File: config.mk
export PLATFORM = sky130hd
export DESIGN_NAME = clk_rate_ctrl_flat
export DESIGN_NICKNAME = d
export VERILOG_FILES = /design/src/rtl/clk_rate_pkg.sv /design/src/rtl/clk_rate_ctrl_if.sv /design/src/rtl/clk_rate_div.sv /design/src/rtl/clk_rate_ctrl.sv /design/src/flat_wrapper.sv
export SDC_FILE = /design/constraint.sdc
export NUM_CORES = 1
export LEC_CHECK = 0
export CAP_MARGIN = 20
export CORE_MARGIN = 2
export CORE_UTILIZATION = 64
export CTS_CLUSTER_DIAMETER = 30
export DETAILED_ROUTE_END_ITERATION = 6
export DONT_BUFFER_PORTS = 1
export PLACE_DENSITY = 0.8
export SYNTH_ARGS = -nofsm -noshare
export SYNTH_HDL_FRONTEND = slang
export SYNTH_SLANG_ARGS = --single-unit
File: constraint.sdc
create_clock -name clk -period 3.3 [get_ports clk]
set_input_delay 0.495 -clock clk [delete_from_list [all_inputs] [get_ports clk]]
set_output_delay 0.495 -clock clk [all_outputs]
set_load 0.02 [all_outputs]
File: src/rtl/clk_rate_pkg.sv
// ---------------------------------------------------------------------------
// clk_rate_pkg
// Shared definitions for the divided-clock rate controller.
//   - Rate select encodings (RATE_DIV2/4/8, RATE_BAD)
//   - FSM state type for clk_rate_ctrl
//   - tc_of(): terminal count of the 3-bit divider for a given rate select
// ---------------------------------------------------------------------------
package clk_rate_pkg;

    localparam logic [1:0] RATE_DIV2 = 2'd0;
    localparam logic [1:0] RATE_DIV4 = 2'd1;
    localparam logic [1:0] RATE_DIV8 = 2'd2;
    localparam logic [1:0] RATE_BAD  = 2'd3;

    // Longest legal DRAIN: one full /8 period.
    localparam logic [3:0] DRAIN_MAX = 4'd8;

    typedef enum logic [1:0] {
        SETTLE = 2'd0,
        RUN    = 2'd1,
        DRAIN  = 2'd2,
        SWITCH = 2'd3
    } state_e;

    function automatic logic [2:0] tc_of(input logic [1:0] sel);
        case (sel)
            RATE_DIV2: tc_of = 3'd1;
            RATE_DIV4: tc_of = 3'd3;
            default:   tc_of = 3'd7;
        endcase
    endfunction

endpackage

File: src/rtl/clk_rate_ctrl_if.sv
// ---------------------------------------------------------------------------
// clk_rate_ctrl_if
// Rate-change handshake and rate outputs of clk_rate_ctrl.
//   req      requester -> ctrl  rate-change request (held until ack/err)
//   sel[1:0] requester -> ctrl  requested rate
//   ack      ctrl -> requester  switch complete / same-rate acknowledge
//   err      ctrl -> requester  request rejected (sel = 3)
//   busy     ctrl -> requester  switch in progress
//   locked   ctrl -> requester  strobe running at a settled rate
//   cur_sel  ctrl -> requester  rate currently in effect
//   rate_stb ctrl -> requester  one-cycle clock-enable strobe
// Modports: master = requester side, slave = controller side.
// ---------------------------------------------------------------------------
interface clk_rate_ctrl_if;

    logic       req;
    logic [1:0] sel;
    logic       ack;
    logic       err;
    logic       busy;
    logic       locked;
    logic [1:0] cur_sel;
    logic       rate_stb;

    modport master (
        output req, sel,
        input  ack, err, busy, locked, cur_sel, rate_stb
    );

    modport slave (
        input  req, sel,
        output ack, err, busy, locked, cur_sel, rate_stb
    );

endinterface

File: src/rtl/clk_rate_div.sv
// ---------------------------------------------------------------------------
// clk_rate_div
// 3-bit rate divider: counts enabled cycles and strobes on terminal count.
//   clk  in   system clock
//   rst  in   synchronous active-high reset (counter -> 0)
//   run  in   count enable (also qualifies the strobe)
//   clr  in   synchronous counter clear, has priority over run
//   sel  in   rate select, terminal count = tc_of(sel)
//   stb  out  high in the cycle the counter sits on terminal count
// ---------------------------------------------------------------------------
module clk_rate_div
    import clk_rate_pkg::*;
(
    input  logic       clk,
    input  logic       rst,
    input  logic       run,
    input  logic       clr,
    input  logic [1:0] sel,
    output logic       stb
);

    logic [2:0] cnt_q;
    logic [2:0] cnt_d;
    logic       at_tc;

    always_comb begin
        at_tc = (cnt_q == tc_of(sel));
        cnt_d = cnt_q;
        if (clr) begin
            cnt_d = 3'd0;
        end else if (run) begin
            cnt_d = at_tc ? 3'd0 : cnt_q + 3'd1;
        end
    end

    always_ff @(posedge clk) begin
        if (rst) begin
            cnt_q <= 3'd0;
        end else begin
            cnt_q <= cnt_d;
        end
    end

    assign stb = run & at_tc;

endmodule

File: src/rtl/clk_rate_ctrl.sv
// ---------------------------------------------------------------------------
// clk_rate_ctrl
// Sequences the divided-clock resource: emits rate_stb at clk/2, /4 or /8 and
// switches rate only on strobe boundaries, with a settle gap after each switch.
//   clk   in   system clock
//   rst   in   synchronous active-high reset
//   enb   in   global enable; low freezes FSM and counters, masks
//              rate_stb/ack/err (a pending ack/err is deferred)
//   bus   slave modport of clk_rate_ctrl_if (req/sel/ack/err/busy/
//              locked/cur_sel/rate_stb)
// Parameters: SETTLE_CYC (1..15) strobe-free cycles after reset/switch,
//             DEF_SEL rate selected out of reset.
// Optional feature, macro CLK_RATE_CTRL_STATS_EN:
//   sw_count[7:0] out  saturating count of completed real switches
//   stb_miss      out  sticky flag, DRAIN lasted longer than one /8 period
// ---------------------------------------------------------------------------
module clk_rate_ctrl
    import clk_rate_pkg::*;
#(
    parameter int         SETTLE_CYC = 4,
    parameter logic [1:0] DEF_SEL    = 2'd0
) (
    input  logic            clk,
    input  logic            rst,
    input  logic            enb,
    clk_rate_ctrl_if.slave  bus
`ifdef CLK_RATE_CTRL_STATS_EN
    ,
    output logic [7:0]      sw_count,
    output logic            stb_miss
`endif
);

    localparam logic [3:0] SETTLE_LAST = 4'(SETTLE_CYC - 1);

    state_e     state_q,    state_d;
    logic [3:0] settle_q,   settle_d;
    logic [1:0] cur_sel_q,  cur_sel_d;
    logic [1:0] pend_sel_q, pend_sel_d;
    logic       busy_q,     busy_d;
    logic       ack_q,      ack_d;
    logic       err_q,      err_d;

    logic       div_run;
    logic       div_clr;
    logic       div_stb;
    logic       req_ok;
    logic       settle_done;

    clk_rate_div u_div (
        .clk (clk),
        .rst (rst),
        .run (div_run),
        .clr (div_clr),
        .sel (cur_sel_q),
        .stb (div_stb)
    );

    // The divider only advances while running at a locked rate or draining.
    assign div_run = enb && ((state_q == RUN) || (state_q == DRAIN));

    // req is still high during the ack/err cycle itself; it must not be taken
    // as a fresh request until the requester has had a chance to drop it.
    assign req_ok = bus.req && !ack_q && !err_q;

    assign settle_done = (state_q == SETTLE) && (settle_q == SETTLE_LAST);

    always_comb begin
        state_d    = state_q;
        settle_d   = settle_q;
        cur_sel_d  = cur_sel_q;
        pend_sel_d = pend_sel_q;
        busy_d     = busy_q;
        ack_d      = ack_q;
        err_d      = err_q;
        div_clr    = 1'b0;

        if (enb) begin
            ack_d = 1'b0;
            err_d = 1'b0;
            case (state_q)
                SETTLE: begin
                    if (settle_done) begin
                        settle_d = 4'd0;
                        state_d  = RUN;
                        // busy marks a settle that follows a switch; the
                        // post-reset settle completes silently.
                        if (busy_q) begin
                            ack_d  = 1'b1;
                            busy_d = 1'b0;
                        end
                    end else begin
                        settle_d = settle_q + 4'd1;
                    end
                end
                RUN: begin
                    if (req_ok) begin
                        if (bus.sel == RATE_BAD) begin
                            err_d = 1'b1;
                        end else if (bus.sel == cur_sel_q) begin
                            ack_d = 1'b1;
                        end else begin
                            pend_sel_d = bus.sel;
                            busy_d     = 1'b1;
                            state_d    = DRAIN;
                        end
                    end
                end
                DRAIN: begin
                    // The boundary strobe itself is still delivered.
                    if (div_stb) begin
                        state_d = SWITCH;
                    end
                end
                SWITCH: begin
                    cur_sel_d = pend_sel_q;
                    div_clr   = 1'b1;
                    settle_d  = 4'd0;
                    state_d   = SETTLE;
                end
                default: begin
                    state_d = SETTLE;
                end
            endcase
        end
    end

    always_ff @(posedge clk) begin
        if (rst) begin
            state_q    <= SETTLE;
            settle_q   <= 4'd0;
            cur_sel_q  <= DEF_SEL;
            pend_sel_q <= DEF_SEL;
            busy_q     <= 1'b0;
            ack_q      <= 1'b0;
            err_q      <= 1'b0;
        end else begin
            state_q    <= state_d;
            settle_q   <= settle_d;
            cur_sel_q  <= cur_sel_d;
            pend_sel_q <= pend_sel_d;
            busy_q     <= busy_d;
            ack_q      <= ack_d;
            err_q      <= err_d;
        end
    end

    assign bus.ack      = ack_q & enb;
    assign bus.err      = err_q & enb;
    assign bus.busy     = busy_q;
    assign bus.locked   = (state_q == RUN);
    assign bus.cur_sel  = cur_sel_q;
    assign bus.rate_stb = div_stb;

`ifdef CLK_RATE_CTRL_STATS_EN
    logic [7:0] sw_count_q, sw_count_d;
    logic [3:0] drain_q,    drain_d;
    logic       miss_q,     miss_d;

    always_comb begin
        sw_count_d = sw_count_q;
        drain_d    = drain_q;
        miss_d     = miss_q;
        if (enb) begin
            // Same edge that raises ack after a real switch.
            if (settle_done && busy_q && (sw_count_q != 8'hFF)) begin
                sw_count_d = sw_count_q + 8'd1;
            end
            if (state_q == DRAIN) begin
                if (drain_q != 4'hF) begin
                    drain_d = drain_q + 4'd1;
                end
                // drain_q counts DRAIN cycles already spent; reaching a ninth
                // one means the boundary strobe never arrived in time.
                if (drain_q >= DRAIN_MAX) begin
                    miss_d = 1'b1;
                end
            end else begin
                drain_d = 4'd0;
            end
        end
    end

    always_ff @(posedge clk) begin
        if (rst) begin
            sw_count_q <= 8'd0;
            drain_q    <= 4'd0;
            miss_q     <= 1'b0;
        end else begin
            sw_count_q <= sw_count_d;
            drain_q    <= drain_d;
            miss_q     <= miss_d;
        end
    end

    assign sw_count = sw_count_q;
    assign stb_miss = miss_q;
`endif

endmodule
File: src/flat_wrapper.sv
// flat-port wrapper written by rule: the top's interface ports become plain ports
module clk_rate_ctrl_flat import clk_rate_pkg::*;
#(
    parameter int         SETTLE_CYC = 4,
    parameter logic [1:0] DEF_SEL    = 2'd0
)
  (clk, rst, enb, bus_req, bus_sel, bus_ack, bus_err, bus_busy, bus_locked, bus_cur_sel, bus_rate_stb);
  clk_rate_ctrl_if bus_i ();
  input  logic clk;
  input  logic rst;
  input  logic enb;
  input wire logic [$bits(bus_i.req)-1:0] bus_req;
  input wire logic [$bits(bus_i.sel)-1:0] bus_sel;
  output wire logic [$bits(bus_i.ack)-1:0] bus_ack;
  output wire logic [$bits(bus_i.err)-1:0] bus_err;
  output wire logic [$bits(bus_i.busy)-1:0] bus_busy;
  output wire logic [$bits(bus_i.locked)-1:0] bus_locked;
  output wire logic [$bits(bus_i.cur_sel)-1:0] bus_cur_sel;
  output wire logic [$bits(bus_i.rate_stb)-1:0] bus_rate_stb;
  assign bus_i.req = bus_req;
  assign bus_i.sel = bus_sel;
  assign bus_ack = bus_i.ack;
  assign bus_err = bus_i.err;
  assign bus_busy = bus_i.busy;
  assign bus_locked = bus_i.locked;
  assign bus_cur_sel = bus_i.cur_sel;
  assign bus_rate_stb = bus_i.rate_stb;
  clk_rate_ctrl #(.SETTLE_CYC(SETTLE_CYC), .DEF_SEL(DEF_SEL)) u_core (.clk(clk), .rst(rst), .enb(enb), .bus(bus_i));
endmodule
Word-level counts from Yosys, hierarchy flattened
Cells that the tools add are included.

Flip-flop bits (word level): 16. Bits in read-only memories: 0. Latch bits: 0. Memories: 0. Logic and storage cells: 71. Output and inout port bits: 7. Memory bits (writable): 0. Input bits: 6.

Mux-type cells: 26. Reduce and logical (&&, ||, !) cells: 17. Div/mod/pow operators: 0. Eq/ne operators: 13. Bitwise operators: 5. Shift operators: 0. $add $sub $neg: 2. Multipliers: 0. $lt $le $gt $ge: 0.

Operator list (number): $mux W1 (14); $reduce_and A6 Y1 (2); $mux W2 (5); $pmux W2 S4 (1); $pmux W4 S2 (1); $eq A2 B2 Y1 const B (3); $ne A2 B2 Y1 const B (3); $pmux W3 S2 (1); $reduce_and A5 Y1 (1); $add A4 B1 Y4 const B (1); $eq A2 B1 Y1 const B (2); $eq A4 B2 Y1 const B (1); $logic_and A1 B1 Y1 (4); $logic_not A2 Y1 (2); $mux W4 (1); $ne A2 B1 Y1 const B (2); $pmux W1 S2 (2); $reduce_and A2 Y1 (2); $reduce_bool A2 Y1 (2); $add A3 B1 Y3 const B (1); $and A1 B1 Y1 (3); $eq A3 B3 Y1 (1); $mux W3 (1); $eq A2 B2 Y1 (1); 4 further kinds (6).

Logic depth before layout (Yosys ltp)
Depth in word-level cells: 6. Depth in mapped cells: 7. Gate-level depth less buffers: 7.

By module
A second synthesis with hierarchy kept.

Cells, all modules: 111. Area total of the unflattened synthesis: 945.9 um2.

Modules (own cells, without submodules): clk_rate_ctrl (area an instance 770.7 um2, cells an instance 93, times used 1, sequential area each 260.2 um2); clk_rate_div (area an instance 175.2 um2, cells an instance 18, times used 1, sequential area each 60.1 um2).

Worst setup path after synthesis
OpenSTA, ideal clock, no wires.

Path type: reg-to-reg. Start point: reg u_core.state_q[0]. End point: reg u_core.settle_q[3]. Library setup time: 0.070 ns. Arrival: 1.753 ns. Cell stages (with the launch flop): 7. Slack: 1.477 ns. Period minus slack after synthesis: 1.823 ns. Required time: 3.230 ns. Buffers on the path: 0. Cells stage by stage: dfxtp_1 inv_1 ha_1 nand2b_1 or3_1 or3_1 a21oi_1.

Word-level cells in the longest chain between the ends: 4. Elaborated cells between the ends (all ways): 7. Classes of those cells: eq/ne (1); mux (2); reduce/logical (4).

Ends and longest elaborated chain: start: declaration (line clk_rate_ctrl.sv:36) `state_e state_q, state_d;`; start signal: assignment (line clk_rate_ctrl.sv:138) `state_q <= state_d;`; $logic_not A2 Y1 (line clk_rate_ctrl.sv:66, clk_rate_ctrl.sv:81); $logic_and A1 B1 Y1 (line clk_rate_ctrl.sv:66) `assign settle_done = (state_q == SETTLE) && (settle_q == SETTLE_LAST);`; $mux W4 (line clk_rate_ctrl.sv:83) `if (settle_done) begin`; $pmux W4 S2 (line clk_rate_ctrl.sv:81) `case (state_q)`; end signal: assignment (line clk_rate_ctrl.sv:139) `settle_q <= settle_d;`; end: declaration (line clk_rate_ctrl.sv:37) `logic [3:0] settle_q, settle_d;`.

Parallel ways exist; a longest one is shown, timed or not. A chain may end at the register's enable or synchronous reset.

Final worst setup path
Start point: reg u_core.cur_sel_q[0], in the netlist u_core.bus.cur_sel[0]. End point: out bus_rate_stb.

Word-level cells in the longest chain between the ends: 4. Elaborated cells between the ends (all ways): 5. Classes of those cells: eq/ne (2); mux (1); bitwise (1); reduce/logical (1).

Ends and longest elaborated chain: start: declaration (line clk_rate_ctrl.sv:38) `logic [1:0] cur_sel_q, cur_sel_d;`; start signal: assignment (line clk_rate_ctrl.sv:140) `cur_sel_q <= cur_sel_d;`; $eq A2 B1 Y1 or $logic_not A2 Y1 (tied branches) (line clk_rate_pkg.sv:26) `case (sel)`; $pmux W3 S2 * (line clk_rate_pkg.sv:26); $eq A3 B3 Y1 * (line clk_rate_div.sv:27) `at_tc = (cnt_q == tc_of(sel));`; $and A1 B1 Y1 * (line clk_rate_div.sv:44) `assign stb = run & at_tc;`; end: declaration (line flat_wrapper.sv:19) `output wire logic [$bits(bus_i.rate_stb)-1:0] bus_rate_stb;`.

Mark *: on every way between the ends. The rest lies on a longest branch, timed or not.

==> impl_results.rst <==
.. list-table::
   :header-rows: 1

   * - Metric
     - Value
   * - Antenna diode count
     - 0
   * - Placement Rows
     - 13
   * - Relative max-transition margin
     - 0.691
   * - Met3 wire length
     - 75 um
   * - Fraction of layout instances using a drive strength above 1
     - 0.0450
   * - Net count of the mapped netlist
     - 124
   * - Initial Utilization
     - 0.686
   * - Final Total Pwr
     - 358 uW
   * - Data arrival time of the worst path
     - 1.55 ns
   * - Max Fclk
     - 489 MHz
   * - Critical Path End
     - bus_rate_stb
   * - CP Launch Point
     - u_core.bus.cur_sel[0]
   * - Required arrival time at the worst endpoint
     - 2.80 ns
   * - First-pass DRT Iterations
     - 4
   * - First-pass GRT wire length
     - 2.95 mm
   * - Register area
     - 320 um^2
   * - Filler instances
     - 104
   * - Number of maximum-capacitance constraint violations
     - 0
   * - Internal Dissipation
     - 276 uW
   * - Asr flop ratio synth
     - 0
   * - Most frequent cells in the layout
     - 16 x sky130_fd_sc_hd__dfxtp_1, 12 x sky130_fd_sc_hd__nor2_1, 11 x sky130_fd_sc_hd__a21oi_1, 8 x sky130_fd_sc_hd__nand2_1
   * - Core region area
     - 1320 um^2
   * - Critical path start-end classification
     - flop to output port
   * - Cells after Synth
     - 112
   * - Clock share of power
     - 0.366
   * - Number of buffers added to fix hold violations after cts
     - 0
   * - CTS Sinks
     - 16
   * - Insertion delay of the later-clocked pin in the worst-skew pair
     - 0.29 ns
   * - Worst min-delay path class
     - input port to flop
   * - Resized Gates After CTS
     - 0
   * - Highest metal layer with signal wires
     - met3
   * - Routed wire length per instance
     - 13.1 um
   * - Root buffer cell
     - sky130_fd_sc_hd__clkbuf_4
   * - Sw Share
     - 0.229
   * - Die width
     - 41.6 um
   * - Final net count
     - 124
   * - I/O pin count
     - 13
   * - Most common library cell in the layout ignoring fill and taps
     - sky130_fd_sc_hd__dfxtp_1
   * - GR Overflow Total
     - 0
   * - Sort of element at the end of the critical path
     - output port
   * - Die area
     - 1730 um^2
   * - Initial antenna violation count
     - 0
   * - Proportion of synthesized area in mux cells
     - 0.0332
   * - Count of final hold-check violations
     - 0
   * - Final routed wirelength across all metal layers
     - 1.65 mm
   * - Drt first-iter violations
     - 15
   * - Setup repair after global routing missed its margin
     - no
   * - Drt via density
     - 6.01
   * - LEAKAGE
     - 0.000376 uW
   * - Largest net degree at the start of global routing
     - 18
   * - Period utilization
     - 0.620
   * - Finish-stage setup viols
     - 0
   * - Tmin final
     - 2.05 ns
   * - Sequential group share of total power
     - 0.561
   * - PortBufs
     - 0
   * - Kind of start point of the critical path
     - flop
   * - Worst reg2reg path endpoint
     - u_core.settle_q[3]
   * - Netlist Area Pre-Place
     - 903 um^2
   * - Xor and xnor area share after synthesis
     - 0.0388
   * - Number of global-route vias before repair
     - 683
   * - Synthesis warning total
     - 0
   * - Number of distinct library cell variants in the gate-level netlist after synthesis
     - 30
   * - Maximum number of buffers from clock root to sink
     - 2
   * - Number of vias after detailed routing
     - 757
   * - Core utilization of the finished layout
     - 0.708
   * - Worst hold margin
     - 0.262 ns
   * - Flop-to-flop setup slack
     - 1.30 ns
   * - Area added between synthesis and finish
     - 3.32%
   * - Number of slew-limit violations in the final report
     - 0
   * - Die height
     - 41.6 um
   * - Synth Area in Simple Gates
     - 0.259
   * - Highest net fanout along the worst path
     - 7
   * - Multi-input combinational cell area
     - 536 um^2
   * - Post-synthesis sequential area ratio
     - 0.355
   * - CTS H-tree lvls
     - 1
   * - Count of flip-flops with a built-in enable after synthesis
     - 0
   * - Wire length the detailed router placed on met1
     - 792 um
   * - Number of post-CTS setup repair buffers
     - 0
   * - Main combinational cell family by area after synthesis
     - simple AND/OR/NAND/NOR gates
   * - Result of the run
     - finished, final reports clean
   * - Transition time at the pin with the least slew margin
     - 0.462 ns
   * - Power Density
     - 383 nW/um^2
   * - Worst VDD drop
     - 248 uV
   * - RD Place Congestion
     - 0.867
   * - Metal2 WL
     - 784 um
   * - Origin of the critical flop-to-flop path
     - u_core.state_q[0]
   * - All-layer global routing usage
     - 0.209
   * - TritonCTS clock tree
     - done
   * - DRC
     - 0
   * - Fraction of the mapped netlist area in adder cells
     - 0.0831
   * - Most used DFF post-synth
     - sky130_fd_sc_hd__dfxtp_1
   * - Reg2Reg Depth
     - 6
   * - Synth Area in Compound Gates
     - 0.179
   * - Portion of total power attributed to combinational logic
     - 0.073
   * - Sum of negative setup slack
     - 0 ns
   * - Final antenna-violating net count
     - 0
   * - Total CTS buffers
     - 3
   * - Detail Placement HPWL
     - 1.25 mm
   * - Worst clock skew
     - 0.00320 ns
   * - Clock-pin transition on the worst setup and hold timing paths
     - 0.10 ns
   * - Register bit count reported by yosys
     - 16
   * - Average instance area after synthesis
     - 8.07 um^2
   * - Switching power total
     - 81.7 uW
==> power by group through the flow <==
stage | Sequential [uW] | Clock, uW | Combinational [uW]
6_report | 200 | 131 | 26.2
5_1_grt | 201 | 142 | 30.1
4_1_cts | 200 | 133 | 26.3
3_5_place_dp | 205 | 0 | 26.1
3_3_place_gp | 205 | 0 | 25.5
2_1_floorplan | 204 | 0 | 26.6
==> final cells by class <==
class / count / area share
Sequential cell: 16 / 0.343
Clock buffer: 4 / 0.0389
Multi-Input combinational cell: 85 / 0.574
Inverter: 6 / 0.0241
Tap cell: 15 / 0.0201
==> cells in the mapped netlist (2+ instances only) <==
cell type,number,area (um^2)
sky130_fd_sc_hd__or3_1,3,18.8
sky130_fd_sc_hd__mux2i_1,3,30.0
sky130_fd_sc_hd__nand2b_1,7,43.8
sky130_fd_sc_hd__a211oi_1,2,15.0
sky130_fd_sc_hd__dfxtp_1,16,320
sky130_fd_sc_hd__nor3b_1,2,15.0
sky130_fd_sc_hd__a31oi_1,2,12.5
sky130_fd_sc_hd__nand2_1,8,30.0
sky130_fd_sc_hd__buf_2,2,10.0
sky130_fd_sc_hd__o21ai_0,5,25.0
sky130_fd_sc_hd__nor2_1,12,45.0
sky130_fd_sc_hd__clkbuf_1,2,7.51
sky130_fd_sc_hd__xor2_1,3,26.3
sky130_fd_sc_hd__inv_1,6,22.5
sky130_fd_sc_hd__a21oi_1,11,55.1
sky130_fd_sc_hd__nand3_1,7,35.0
sky130_fd_sc_hd__and2_1,3,18.8
sky130_fd_sc_hd__ha_1,6,75.1
==> routing by layer <==
layer  GRT usage  up-vias
met5           0        -
met4      0.0387        0
met3      0.0348        0
met2       0.359       19
met1       0.277      352
li1            -      386
==> worst min path at each step <==
stage / from / end / slack [ns] / cells past startpoint
finish: rst / u_core.bus.busy / 0.26 / 1
global route: rst / u_core.pend_sel_q[1] / 0.25 / 1
CTS: rst / u_core.bus.cur_sel[0] / 0.26 / 1
detailed placement: u_core.pend_sel_q[0] / u_core.bus.cur_sel[0] / 0.46 / 2
global placement: u_core.pend_sel_q[0] / u_core.bus.cur_sel[0] / 0.45 / 2
floorplan: u_core.pend_sel_q[0] / u_core.bus.cur_sel[0] / 0.44 / 2
==> kinds of logic after synthesis <==
group	count (synthesis)
AND/OR/NAND/NOR	46
AO/OA/AOI/OAI	26
flip-flops	16
buffers and inverters	11
adder cells (fa/ha/maj)	6
XOR/XNOR	4
multiplexers	3
==> stage by stage <==
stage	instances	worst slack, ns	instance area [um^2]
global placement	122	1.40	897
CTS	126	1.23	933
global route	126	1.09	933
finish	126	1.25	933
floorplan	112	1.48	903
detailed placement	122	1.33	897
==> flip-flops by register name, summed over array words and instances, names as in the netlist <==
signal	cells
u_core.u_div.cnt_q	3
u_core.settle_q	4
u_core.ack_q	1
u_core.pend_sel_q	2
u_core.state_q	2
u_core.bus.cur_sel	2
u_core.bus.busy	1
u_core.err_q	1
==> worst max-delay path: stages, from the launching register on <==
cell	delay, ns
sky130_fd_sc_hd__dfxtp_1	0.57
sky130_fd_sc_hd__xor2_1	0.13
sky130_fd_sc_hd__o31ai_2	0.19
sky130_fd_sc_hd__nand4_1	0.18
sky130_fd_sc_hd__inv_1	0.19
Power figures use the tool's default switching activity.
